`src/rtl/memory_arbiter.sv`:
```
`timescale 1ns/1ps
// memory_arbiter
// Two-port round-robin arbiter that shares one single-port word memory
// between an instruction-fetch requester (port 0) and a load/store requester
// (port 1). Each transaction goes IDLE -> BUSY -> DRAIN. Memory enables are
// held from registers until the memory acknowledges. A one-cycle DRAIN follows
// every transaction so that the memory's lingering ack is never credited to
// the next one. A watchdog turns a missing memory ack into an error response.
//
// Ports
//   clk, rst_n             clock; synchronous active-low reset
//   pN_req_i               port N request, held stable until pN_ack_o
//   pN_we_i                port N direction (1 = write)
//   pN_addr_i, pN_data_i   port N byte address and write data
//   pN_data_o              port N read data, registered, held between acks
//   pN_ack_o, pN_err_o     one-cycle completion pulse; err = watchdog timeout
//   mem_rd_en_o/wr_en_o    memory enables (never both high)
//   mem_addr_o, mem_data_o memory address / write data (hold outside BUSY)
//   mem_data_i, mem_ack_i  memory read data and acknowledge
module memory_arbiter #(
  parameter int unsigned TIMEOUT = 32'd15
) (
  input  logic        clk,
  input  logic        rst_n,
  input  logic        p0_req_i,
  input  logic        p0_we_i,
  input  logic [31:0] p0_addr_i,
  input  logic [31:0] p0_data_i,
  output logic [31:0] p0_data_o,
  output logic        p0_ack_o,
  output logic        p0_err_o,
  input  logic        p1_req_i,
  input  logic        p1_we_i,
  input  logic [31:0] p1_addr_i,
  input  logic [31:0] p1_data_i,
  output logic [31:0] p1_data_o,
  output logic        p1_ack_o,
  output logic        p1_err_o,
  output logic        mem_rd_en_o,
  output logic        mem_wr_en_o,
  output logic [31:0] mem_addr_o,
  output logic [31:0] mem_data_o,
  input  logic [31:0] mem_data_i,
  input  logic        mem_ack_i
);

  typedef enum logic [1:0] {
    IDLE  = 2'd0,
    BUSY  = 2'd1,
    DRAIN = 2'd2
  } state_t;

  // Watchdog fires in the BUSY cycle whose count equals this value.
  localparam logic [7:0] CNT_LAST = 8'(TIMEOUT - 32'd1);

  state_t      state_q, state_d;
  logic        last_q, last_d;
  logic        port_q, port_d;
  logic        we_q, we_d;
  logic [31:0] addr_q, addr_d;
  logic [31:0] wdata_q, wdata_d;
  logic [7:0]  cnt_q, cnt_d;
  logic        rd_en_q, rd_en_d;
  logic        wr_en_q, wr_en_d;
  logic [1:0]  ack_q, ack_d;
  logic [1:0]  err_q, err_d;
  logic [31:0] data0_q, data0_d;
  logic [31:0] data1_q, data1_d;

  logic        sel_s;
  logic        sel_we_s;
  logic [31:0] sel_addr_s;
  logic [31:0] sel_wdata_s;

  // Candidate grant: the lone requester, or on a tie the port not granted last.
  assign sel_s       = (p0_req_i && p1_req_i) ? ~last_q : p1_req_i;
  assign sel_we_s    = sel_s ? p1_we_i   : p0_we_i;
  assign sel_addr_s  = sel_s ? p1_addr_i : p0_addr_i;
  assign sel_wdata_s = sel_s ? p1_data_i : p0_data_i;

  // Next-state and registered-output logic for the IDLE/BUSY/DRAIN sequencer.
  always_comb begin
    state_d = state_q;
    last_d  = last_q;
    port_d  = port_q;
    we_d    = we_q;
    addr_d  = addr_q;
    wdata_d = wdata_q;
    cnt_d   = cnt_q;
    rd_en_d = rd_en_q;
    wr_en_d = wr_en_q;
    ack_d   = 2'b00;
    err_d   = 2'b00;
    data0_d = data0_q;
    data1_d = data1_q;

    case (state_q)
      IDLE: begin
        if (p0_req_i || p1_req_i) begin
          port_d  = sel_s;
          last_d  = sel_s;
          we_d    = sel_we_s;
          addr_d  = sel_addr_s;
          wdata_d = sel_wdata_s;
          cnt_d   = 8'd0;
          rd_en_d = ~sel_we_s;
          wr_en_d = sel_we_s;
          state_d = BUSY;
        end else begin
          state_d = IDLE;
        end
      end

      BUSY: begin
        cnt_d = cnt_q + 8'd1;
        if (mem_ack_i) begin
          rd_en_d        = 1'b0;
          wr_en_d        = 1'b0;
          ack_d[port_q]  = 1'b1;
          state_d        = DRAIN;
          // mem_data_i is only valid now, so capture it into the granted port.
          if (!we_q && port_q) begin
            data1_d = mem_data_i;
          end else if (!we_q) begin
            data0_d = mem_data_i;
          end else begin
            data0_d = data0_q;
          end
        end else if (cnt_q == CNT_LAST) begin
          rd_en_d        = 1'b0;
          wr_en_d        = 1'b0;
          ack_d[port_q]  = 1'b1;
          err_d[port_q]  = 1'b1;
          state_d        = DRAIN;
          // A timed-out read returns zero; a timed-out write leaves data_o alone.
          if (!we_q && port_q) begin
            data1_d = 32'd0;
          end else if (!we_q) begin
            data0_d = 32'd0;
          end else begin
            data0_d = data0_q;
          end
        end else begin
          state_d = BUSY;
        end
      end

      DRAIN: begin
        // The memory's ack may still be high here; it is deliberately ignored.
        state_d = IDLE;
      end

      default: begin
        state_d = IDLE;
        rd_en_d = 1'b0;
        wr_en_d = 1'b0;
      end
    endcase
  end

  // State and output registers with synchronous active-low reset.
  always_ff @(posedge clk) begin
    if (!rst_n) begin
      state_q <= IDLE;
      last_q  <= 1'b1;  // "port 1 granted last" makes port 0 win the first tie
      port_q  <= 1'b0;
      we_q    <= 1'b0;
      addr_q  <= 32'd0;
      wdata_q <= 32'd0;
      cnt_q   <= 8'd0;
      rd_en_q <= 1'b0;
      wr_en_q <= 1'b0;
      ack_q   <= 2'b00;
      err_q   <= 2'b00;
      data0_q <= 32'd0;
      data1_q <= 32'd0;
    end else begin
      state_q <= state_d;
      last_q  <= last_d;
      port_q  <= port_d;
      we_q    <= we_d;
      addr_q  <= addr_d;
      wdata_q <= wdata_d;
      cnt_q   <= cnt_d;
      rd_en_q <= rd_en_d;
      wr_en_q <= wr_en_d;
      ack_q   <= ack_d;
      err_q   <= err_d;
      data0_q <= data0_d;
      data1_q <= data1_d;
    end
  end

  assign p0_data_o   = data0_q;
  assign p1_data_o   = data1_q;
  assign p0_ack_o    = ack_q[0];
  assign p1_ack_o    = ack_q[1];
  assign p0_err_o    = err_q[0];
  assign p1_err_o    = err_q[1];
  assign mem_rd_en_o = rd_en_q;
  assign mem_wr_en_o = wr_en_q;
  assign mem_addr_o  = addr_q;
  assign mem_data_o  = wdata_q;

endmodule

```
`config.mk`:
```
export PLATFORM = sky130hd
export DESIGN_NAME = memory_arbiter
export DESIGN_NICKNAME = d
export VERILOG_FILES = /design/src/rtl/memory_arbiter.sv
export SDC_FILE = /design/constraint.sdc
export NUM_CORES = 1
export LEC_CHECK = 0
export CELL_PAD_IN_SITES_DETAIL_PLACEMENT = 0
export CELL_PAD_IN_SITES_GLOBAL_PLACEMENT = 1
export CORE_UTILIZATION = 32
export DETAILED_ROUTE_END_ITERATION = 8
export GPL_TIMING_DRIVEN = 0
export MAX_ROUTING_LAYER = met4
export PLACE_DENSITY = 0.95
export SYNTH_ARGS = -nofsm -noshare
export SYNTH_HDL_FRONTEND = slang
export SYNTH_SLANG_ARGS = --single-unit
```
`constraint.sdc`:
```
create_clock -name clk -period 2.7 [get_ports clk]
set_input_delay 0.81 -clock clk [delete_from_list [all_inputs] [get_ports clk]]
set_output_delay 0.81 -clock clk [all_outputs]
set_load 0.005 [all_outputs]
```
==> results of run 1 <==
## worst max-delay path by stage
stage                   from  cells past startpoint                          end  slack (ps)
global route        p1_req_i                      7  mem_addr_o[18]$_SDFFE_PN0N_         150
CTS                 p1_req_i                      7  mem_addr_o[18]$_SDFFE_PN0N_          30
global placement    p1_req_i                      7  mem_addr_o[18]$_SDFFE_PN0N_        -370
detailed placement  p1_req_i                      7  mem_addr_o[18]$_SDFFE_PN0N_        -410
floorplan           p1_req_i                      6   mem_addr_o[0]$_SDFFE_PN0N_         710
finish              p1_req_i                      7  mem_addr_o[24]$_SDFFE_PN0N_         290
## state kept, by name, indices dropped and copies added, names as in the netlist
| name | flops |
|---|---|
| mem_addr_o | 32 |
| mem_data_o | 32 |
| p0_data_o | 32 |
| p1_data_o | 32 |
| cnt_q | 8 |
| ack_q | 2 |
| err_q | 2 |
| state_q | 2 |
| last_q | 1 |
| mem_rd_en_o | 1 |
| mem_wr_en_o | 1 |
| port_q | 1 |
| we_q | 1 |
## report_power, final
part	leakage [nW]	switching (mW)	internal, mW
clock network	0.261	0.945	1.30
logic	2.67	0.448	0.664
registers	1.20	0.0886	2.32
total	4.14	1.48	4.29
## per-stage QoR
step,worst slack [ps],instance area [µm²],util (%),hold slack [ps]
floorplan,709.5,5887,-,440.3
global placement,-374.4,9166,50.85,445.2
detailed placement,-407.7,9166,50.85,452.7
CTS,32.29,9722,53.94,467.5
global route,146.1,9727,53.96,476.6
finish,288.1,9729,53.98,465.2
## critical path: cells and delay by family
kind	cells	cell delay, ps
buffers and inverters	3	1080
AOI/OAI and AO/OA	2	340
and+or+nand+nor	2	470
## layout by cell type, fill, tap and decap left out, drive strengths merged, types with 3 or more instances in the layout
| cell | instances |
|---|---|
| clkdlybuf4s50 | 299 |
| dfxtp | 147 |
| nand2 | 75 |
| mux2i | 66 |
| o211a | 65 |
| a32o | 64 |
| clkbuf | 43 |
| buf | 29 |
| o21ai | 9 |
| a21boi | 9 |
| and2 | 6 |
| nand3 | 5 |
| clkinv | 4 |
| inv | 4 |
| nor2b | 3 |
| clkinvlp | 3 |
| or4 | 3 |
## cell families (layout without fill, tap and decap cells)
logic type | after synthesis | in the layout | share of synthesized area (%)
AO/OA/AOI/OAI | 156 | 156 | 25.12
adder cells (fa/ha/maj) | 2 | 2 | 0.4250
buffers and inverters | 52 | 383 | 4.718
flip-flops | 147 | 147 | 49.99
multiplexers | 66 | 66 | 11.22
other | 0 | 2 | 0
AND/OR/NAND/NOR | 106 | 106 | 8.523
## metal layers
metal  up-vias  global-route usage (%)  share of wire [%]
met3        27                   6.806                9.5
met4         0                   8.242                1.9
li1       2653                       -                  -
met2       265                   35.79                 49
met1      2576                   23.43                 40
met5         -                       -                  0
## area by class of cell
class                           instances  area, µm²  share of cell area [%]
Sequential cell                       147       2943                   30.25
Timing Repair Buffer                  299       2993                   30.76
Clock inverter                         10      101.3                   1.042
Tap cell                              229      286.5                   2.945
Buffer                                 50      270.3                   2.778
Antenna cell                            2      5.005                 0.05144
Multi-Input combinational cell        330       2669                   27.43
Inverter                                2      7.507                 0.07716
Clock buffer                           22      454.2                   4.668
==> results.md, run 1 <==
- Total Wirelength: 19730 µm
- Die area: 18940 µm²
- CTS tree: built
- Largest net degree at the start of global routing: 17
- Post-synth EDFFs: 0
- Static leakage: 4.138 nW
- Final GP Congestion: 0.7853
- Postcts setup bufs: 0
- PortBufs: 299
- Final setup viols: 0
- Syn-to-layout area delta: 65.27%
- Gr ovfl total: 0
- CTS root buf: clkbuf_16
- I/O pin count: 301
- Crit path DAT: 2710 ps
- Worst Hold Launch: p0_data_o[28]$_SDFFE_PN0P_
- GRT Util Overall: 21.34%
- Core box area: 18020 µm²
- FILL cells: 1611
- Clock sink count: 147
- Initial Util: 32.66%
- Cell Area, Synth: 5887 µm²
- Cells along the critical path: clkdlybuf4s50_1 > o21bai_1 > nor2_2 > buf_2 > buf_2 > nand2_1 > o211a_1
- CP most frequent cell: buf_2
- WHS Endpoint: p0_data_o[28]$_SDFFE_PN0P_
- Peak supply drop: 0.4643 mV
- Dominant cell type by area after synthesis: dfxtp_1
- Slowest CP cell: clkdlybuf4s50_1
- Syn Area/Cell: 11.13 µm²
- Setup Crit Path Kind: input pin to register
- Initial antenna violation count: 1
- Worst-Skew Late Latency: 420 ps
- Reg clk slew, reported paths: 60 ps
- CP required: 3000 ps
- Synth cell count leaders: dfxtp_1, nand2_1, mux2i_1
- Via density: 5.060
- TritonRoute pass-1 iters: 4
- Max Cap Violations: 0
- Site Rows: 49
- First-pass GRT wire length: 29370 µm
- Fin crit share: 89.33%
- Hold-fix buffer count after cts: 0
- Vias in the first global route: 5454
- Final Hold Vio Count: 0
- Area fraction of the dominant cell type after synthesis: 49.99%
- Fin Clk Skew: 9.796 ps
- Largest cells by area after synthesis: dfxtp_1, mux2i_1, o211a_1, a32o_1, nand2_1
- Worst reg2reg startpoint: state_q[1]$_SDFF_PN0_
- Cell Pwr Density: 592.8 nW/µm²
- WL/cell: 18.09 µm
- Most frequent cell after synthesis: dfxtp_1
- Status: finished, final reports clean
- R2R depth: 6
- Post-synth cell types: 39
- R2R setup slack: 720 ps
- CP max stage delay: 470 ps
- Fin cells: 1091
- Cell count after synthesis: 529
- Fmax: 0.4146 GHz
- Flops & latches, synth: 147
- Layout cells sized above 1: 7.209%
- Critical Path Source Type: input pin
- Unrepaired setup endpoints after global routing: false
- Die Ht: 137.6 µm
- Worst min path class: register to register
- Mapped Nets: 698
- Pins Over Slew Limit: 0
- Die width: 137.6 µm
- Main synth FF type: dfxtp_1
- Vias: 5521
- Final total power: 5.767 mW
- Drt initial violations: 160
- Headroom to the max-slew limit: 61.65%
- # nets final: 1016
- Worst slew pin tran: 574.1 ps
- Async S/R FF share, synth: 0%
- DR DRC count: 0
- Min Tclk post-route: 2412 ps
- CTS resizes: 0
- Cell count of the worst hold path: 1
- Critical Path Fanout Max: 10
- Final setup TNS: 0 ps
- CTS Buffer Depth: 2
- Hpwl dp: 15070 µm
- Ys Warns: 0
- R2r endpoint: mem_addr_o[24]$_SDFFE_PN0N_
- Placed Cells: 1057
- Num CTS Buffers: 17
- Post-DRT Antenna Nets: 0
- Type of destination of the critical path: register
- Seq/Total Area, Yosys: 49.99%
- Max H-tree Level: 4
Power figures use the tool's default switching activity.
==> inputs of run 2 (changes only) <==
--- a/config.mk
+++ b/config.mk
@@ -11,7 +11,7 @@
 export DETAILED_ROUTE_END_ITERATION = 8
 export GPL_TIMING_DRIVEN = 0
 export MAX_ROUTING_LAYER = met4
-export PLACE_DENSITY = 0.95
+export PLACE_DENSITY_LB_ADDON = 0.1
 export SYNTH_ARGS = -nofsm -noshare
 export SYNTH_HDL_FRONTEND = slang
 export SYNTH_SLANG_ARGS = --single-unit
==> results.md, run 2 (synthesized netlist as in run 1, its figures left out) <==
- DR DRC count: 0
- Final setup viols: 0
- CP required: 3010 ps
- CTS root buf: clkbuf_16
- Clock sink count: 147
- Status: finished, final reports clean
- Vias in the first global route: 5470
- PortBufs: 299
- GRT Util Overall: 20.79%
- Final GP Congestion: 0.7824
- TritonRoute pass-1 iters: 4
- Fin util: 54.18%
- # nets final: 1016
- Finished Cell Area: 9766 µm²
- Fmax: 0.4010 GHz
- Commonest non-fill, non-tap cells in the layout: clkdlybuf4s50_1, dfxtp_1, nand2_1, mux2i_1, o211a_1
- Peak supply drop: 0.4222 mV
- Initial antenna violation count: 0
- Hold-fix buffer count after cts: 0
- Min Tclk post-route: 2493 ps
- Unrepaired setup endpoints after global routing: false
- Most common cell after layout, fill and taps aside: clkdlybuf4s50_1
- Initial Util: 32.66%
- Worst-Skew Late Latency: 420 ps
- Reg clk slew, reported paths: 60 ps
- Placement Cell Area: 9166 µm²
- Gr ovfl total: 0
- Syn-to-layout area delta: 65.89%
- Hold WS: 463.7 ps
- Drt initial violations: 211
- Vias: 5506
- Headroom to the max-slew limit: 59.58%
- Cell Pwr Density: 606.7 nW/µm²
- Final total power: 5.925 mW
- Hpwl dp: 14950 µm
- Layout cells sized above 1: 7.674%
- Max H-tree Level: 4
- Num CTS Buffers: 17
- Register area: 2943 µm²
- Type of destination of the critical path: register
- Worst slew pin tran: 605.1 ps
- Multi-input combinational cell area: 2669 µm²
- WL/cell: 17.78 µm
- Core box area: 18020 µm²
- Site Rows: 49
- CTS tree: built
- Pins Over Slew Limit: 0
- Critical Path Source Type: input pin
- Via density: 5.056
- Critical Path Fanout Max: 10
- Die area: 18940 µm²
- Static leakage: 4.166 nW
- I/O pin count: 301
- Post-DRT Antenna Nets: 0
- Final Hold Vio Count: 0
- # diodes: 0
- Fin crit share: 92.35%
- Worst min path class: register to register
- CTS Buffer Depth: 2
- Crit path DAT: 2800 ps
- Die Ht: 137.6 µm
- FILL cells: 1595
- Total Wirelength: 19360 µm
- Die width: 137.6 µm
- Max Cap Violations: 0
- Fin Clk Skew: 6.413 ps
- Largest net degree at the start of global routing: 17
- Setup Crit Path Kind: input pin to register
- First-pass GRT wire length: 28750 µm
==> run 2: cell count changes in the layout (fill, tap and decap cells not counted), moves of 2 or more <==
cell	previous run	this run
inv_6	2	6
inv_8	0	2
clkinv_4	3	1
diode_2	2	0
clkbuf_1	25	21
==> run 2: layout make-up <==
class | instances | area share (%)
Buffer | 50 | 2.793
Sequential cell | 147 | 30.13
Timing Repair Buffer | 299 | 30.65
Clock buffer | 17 | 4.356
Tap cell | 229 | 2.934
Clock inverter | 15 | 1.730
Multi-Input combinational cell | 330 | 27.33
Inverter | 2 | 0.07687
==> run 2: critical path, stage by stage <==
cell and delay, ps:
clkdlybuf4s50_1 470, a21boi_1 380, clkbuf_4 360, buf_4 250, mux2i_1 290, nand2_1 90
o211a_1 140
==> run 2: metrics by stage <==
step | worst slack (ps) | TNS, ps | std cells
6_report | 206.5 | 0 | 1089
5_1_grt | 54.56 | 0 | 1089
4_1_cts | 15.98 | 0 | 1089
3_5_place_dp | -423.5 | -20810 | 1057
3_3_place_gp | -311.4 | -14500 | 1057
2_1_floorplan | 709.5 | 0 | 529
==> run 2: timing repair <==
action | 4_1_cts | 5_1_grt
buffers inserted | 0 | 0
gates resized for setup | 0 | 2
setup endpoints to repair | 0 | 56
==> run 2: final timing paths <==
check	from	end	slack [ps]	cells after the start
worst max-delay path	p1_req_i	mem_data_o[15]$_SDFFE_PN0N_	210	7
worst min-delay path	p0_data_o[1]$_SDFFE_PN0P_	p0_data_o[1]$_SDFFE_PN0P_	460	1
worst max register to register	state_q[1]$_SDFF_PN0_	mem_addr_o[26]$_SDFFE_PN0N_	730	6
worst min register to register	p0_data_o[1]$_SDFFE_PN0P_	p0_data_o[1]$_SDFFE_PN0P_	460	1
==> run 2: where the power goes <==
part	switching [mW]	leakage [nW]	total (mW)	internal, mW
clock	1.00	0.289	2.39	1.39
sequential	0.0894	1.20	2.41	2.32
combinational	0.458	2.67	1.12	0.665
==> run 2: metal layers <==
metal | part of all wire [%] | vias up | track usage [%]
li1 | - | 2649 | -
met1 | 40 | 2628 | 22.73
met2 | 51 | 212 | 35.79
met3 | 8.4 | 17 | 6.880
met4 | 1.1 | 0 | 5.861
met5 | 0 | - | -
==> inputs of run 3 (changes only) <==
--- a/config.mk
+++ b/config.mk
@@ -7,11 +7,13 @@
 export LEC_CHECK = 0
 export CELL_PAD_IN_SITES_DETAIL_PLACEMENT = 0
 export CELL_PAD_IN_SITES_GLOBAL_PLACEMENT = 1
+export CORE_ASPECT_RATIO = 0.7
 export CORE_UTILIZATION = 32
 export DETAILED_ROUTE_END_ITERATION = 8
 export GPL_TIMING_DRIVEN = 0
 export MAX_ROUTING_LAYER = met4
 export PLACE_DENSITY_LB_ADDON = 0.1
+export SLEW_MARGIN = 20
 export SYNTH_ARGS = -nofsm -noshare
 export SYNTH_HDL_FRONTEND = slang
 export SYNTH_SLANG_ARGS = --single-unit
==> constraint.sdc (replaced) <==
create_clock -name clk -period 2.7 [get_ports clk]
set_input_delay 0.54 -clock clk [delete_from_list [all_inputs] [get_ports clk]]
set_output_delay 0.54 -clock clk [all_outputs]
set_load 0.005 [all_outputs]
==> results.md, run 3 (synthesized netlist as in run 1, its figures left out) <==
- Postcts setup bufs: 0
- CTS root buf: clkbuf_16
- Critical Path Source Type: input pin
- # diodes: 0
- Gr ovfl total: 0
- Fin util: 54.24%
- CP Depth: 7
- Status: finished, final reports clean
- Die area: 18950 µm²
- CTS tree: built
- Type of destination of the critical path: register
- First-pass GRT wire length: 28710 µm
- Largest delay share family, worst path: buffers and inverters
- CP required: 3010 ps
- Layout cells sized above 1: 7.558%
- Crit path from: p1_req_i
- Largest net degree at the start of global routing: 17
- Placement Cell Area: 9175 µm²
- Reg clk slew, reported paths: 70 ps
- Fmax: 0.4239 GHz
- Final total power: 5.876 mW
- Worst reg2reg startpoint: state_q[1]$_SDFF_PN0_
- R2R setup slack: 490 ps
- Core box area: 18010 µm²
- Worst slew pin tran: 692.9 ps
- Final Hold Vio Count: 0
- Worst min path class: register to register
- Max Cap Violations: 0
- WL/cell: 17.43 µm
- Die width: 164.1 µm
- Via density: 5.039
- Final setup viols: 0
- Drt initial violations: 235
- I/O pin count: 301
- Crit path DAT: 2670 ps
- Vias: 5523
- Clock sink count: 147
- # nets final: 1016
- Static leakage: 4.166 nW
- Worst-Skew Late Latency: 420 ps
- Critical Path Fanout Max: 10
- Hold-fix buffer count after cts: 0
- Fin cells: 1096
- Fin crit share: 87.38%
- Vias in the first global route: 5470
- Total Wirelength: 19100 µm
- Max H-tree Level: 4
- Post-DRT Antenna Nets: 0
- Site Rows: 41
- Die Ht: 115.5 µm
- Peak supply drop: 0.3534 mV
- Final setup TNS: 0 ps
- Initial antenna violation count: 0
- Num CTS Buffers: 17
- Cell Pwr Density: 601.7 nW/µm²
- Slowest CP cell: nor2_1
- Final GP Congestion: 0.7641
- R2R depth: 6
- WP buf/inv: 3
- Cells along the critical path: clkdlybuf4s50_1 > o21bai_1 > nor2_1 > buf_2 > buf_2 > nand2_1 > o211a_1
- Syn-to-layout area delta: 65.89%
- Headroom to the max-slew limit: 53.64%
- Fin Clk Skew: 12.80 ps
- Commonest non-fill, non-tap cells in the layout: clkdlybuf4s50_1, dfxtp_1, nand2_1, mux2i_1, o211a_1
- Most common cell after layout, fill and taps aside: clkdlybuf4s50_1
- PortBufs: 299
- GRT Util Overall: 20.46%
- CTS Buffer Depth: 2
- Min Tclk post-route: 2359 ps
- CP max stage delay: 610 ps
- Unrepaired setup endpoints after global routing: false
- Placed Cells: 1064
- Initial Util: 32.69%
- Setup Crit Path Kind: input pin to register
- Critical Path End: mem_addr_o[22]$_SDFFE_PN0N_
- TritonRoute pass-1 iters: 5
- CTS resizes: 0
- Finished Cell Area: 9766 µm²
- R2r endpoint: mem_addr_o[22]$_SDFFE_PN0N_
- DR DRC count: 0
- Hpwl dp: 14750 µm
- Pins Over Slew Limit: 0
- CP most frequent cell: buf_2
## run 3: layout make-up
cell class,count,area [µm²]
Timing Repair Buffer,299,2993
Buffer,50,270.3
Clock buffer,17,425.4
Fill cell,1584,8240
Multi-Input combinational cell,330,2666
Clock inverter,15,165.2
Sequential cell,147,2943
Inverter,2,7.507
Tap cell,236,295.3
## run 3: worst min-delay path by stage
stage                                          start                    endpoint  slack, ps  depth (start not counted)
after floorplan                  last_q$_SDFFE_PN1N_         last_q$_SDFFE_PN1N_        440                          2
after global placement    p1_data_o[26]$_SDFFE_PN0P_  p1_data_o[26]$_SDFFE_PN0P_        450                          1
after detailed placement  p1_data_o[13]$_SDFFE_PN0P_  p1_data_o[13]$_SDFFE_PN0P_        450                          1
after CTS                 p1_data_o[13]$_SDFFE_PN0P_  p1_data_o[13]$_SDFFE_PN0P_        470                          1
after global routing       p1_data_o[3]$_SDFFE_PN0P_   p1_data_o[3]$_SDFFE_PN0P_        480                          1
final                      p0_data_o[6]$_SDFFE_PN0P_   p0_data_o[6]$_SDFFE_PN0P_        470                          1
## run 3: power breakdown
| part | switching (mW) | internal (mW) |
|---|---|---|
| sequential | 0.0841 | 2.32 |
| clock | 1.04 | 1.31 |
| combinational | 0.458 | 0.665 |
## run 3: stage by stage
stage	hold WS [ps]	worst slack, ps
3_3_place_gp	447.6	-93.56
2_1_floorplan	440.3	979.5
5_1_grt	480.2	106.1
6_report	466.3	340.8
4_1_cts	470.7	292.4
3_5_place_dp	454.0	-172.3
## run 3: worst reg2reg max path, delay by kind of cell, from the launching register on
family	cells	cell delay, ps
AO/OA/AOI/OAI	2	450
buffers and inverters	2	620
flip-flops	1	360
AND/OR/NAND/NOR	2	680
## run 3: routing by layer
metal / global-route usage (%) / vias up / share of wire (%)
met3: 6.586 / 18 / 8.0
met1: 23.94 / 2671 / 42
met2: 33.28 / 181 / 48
met4: 6.543 / 0 / 1.7
met5: - / - / 0
li1: - / 2653 / -
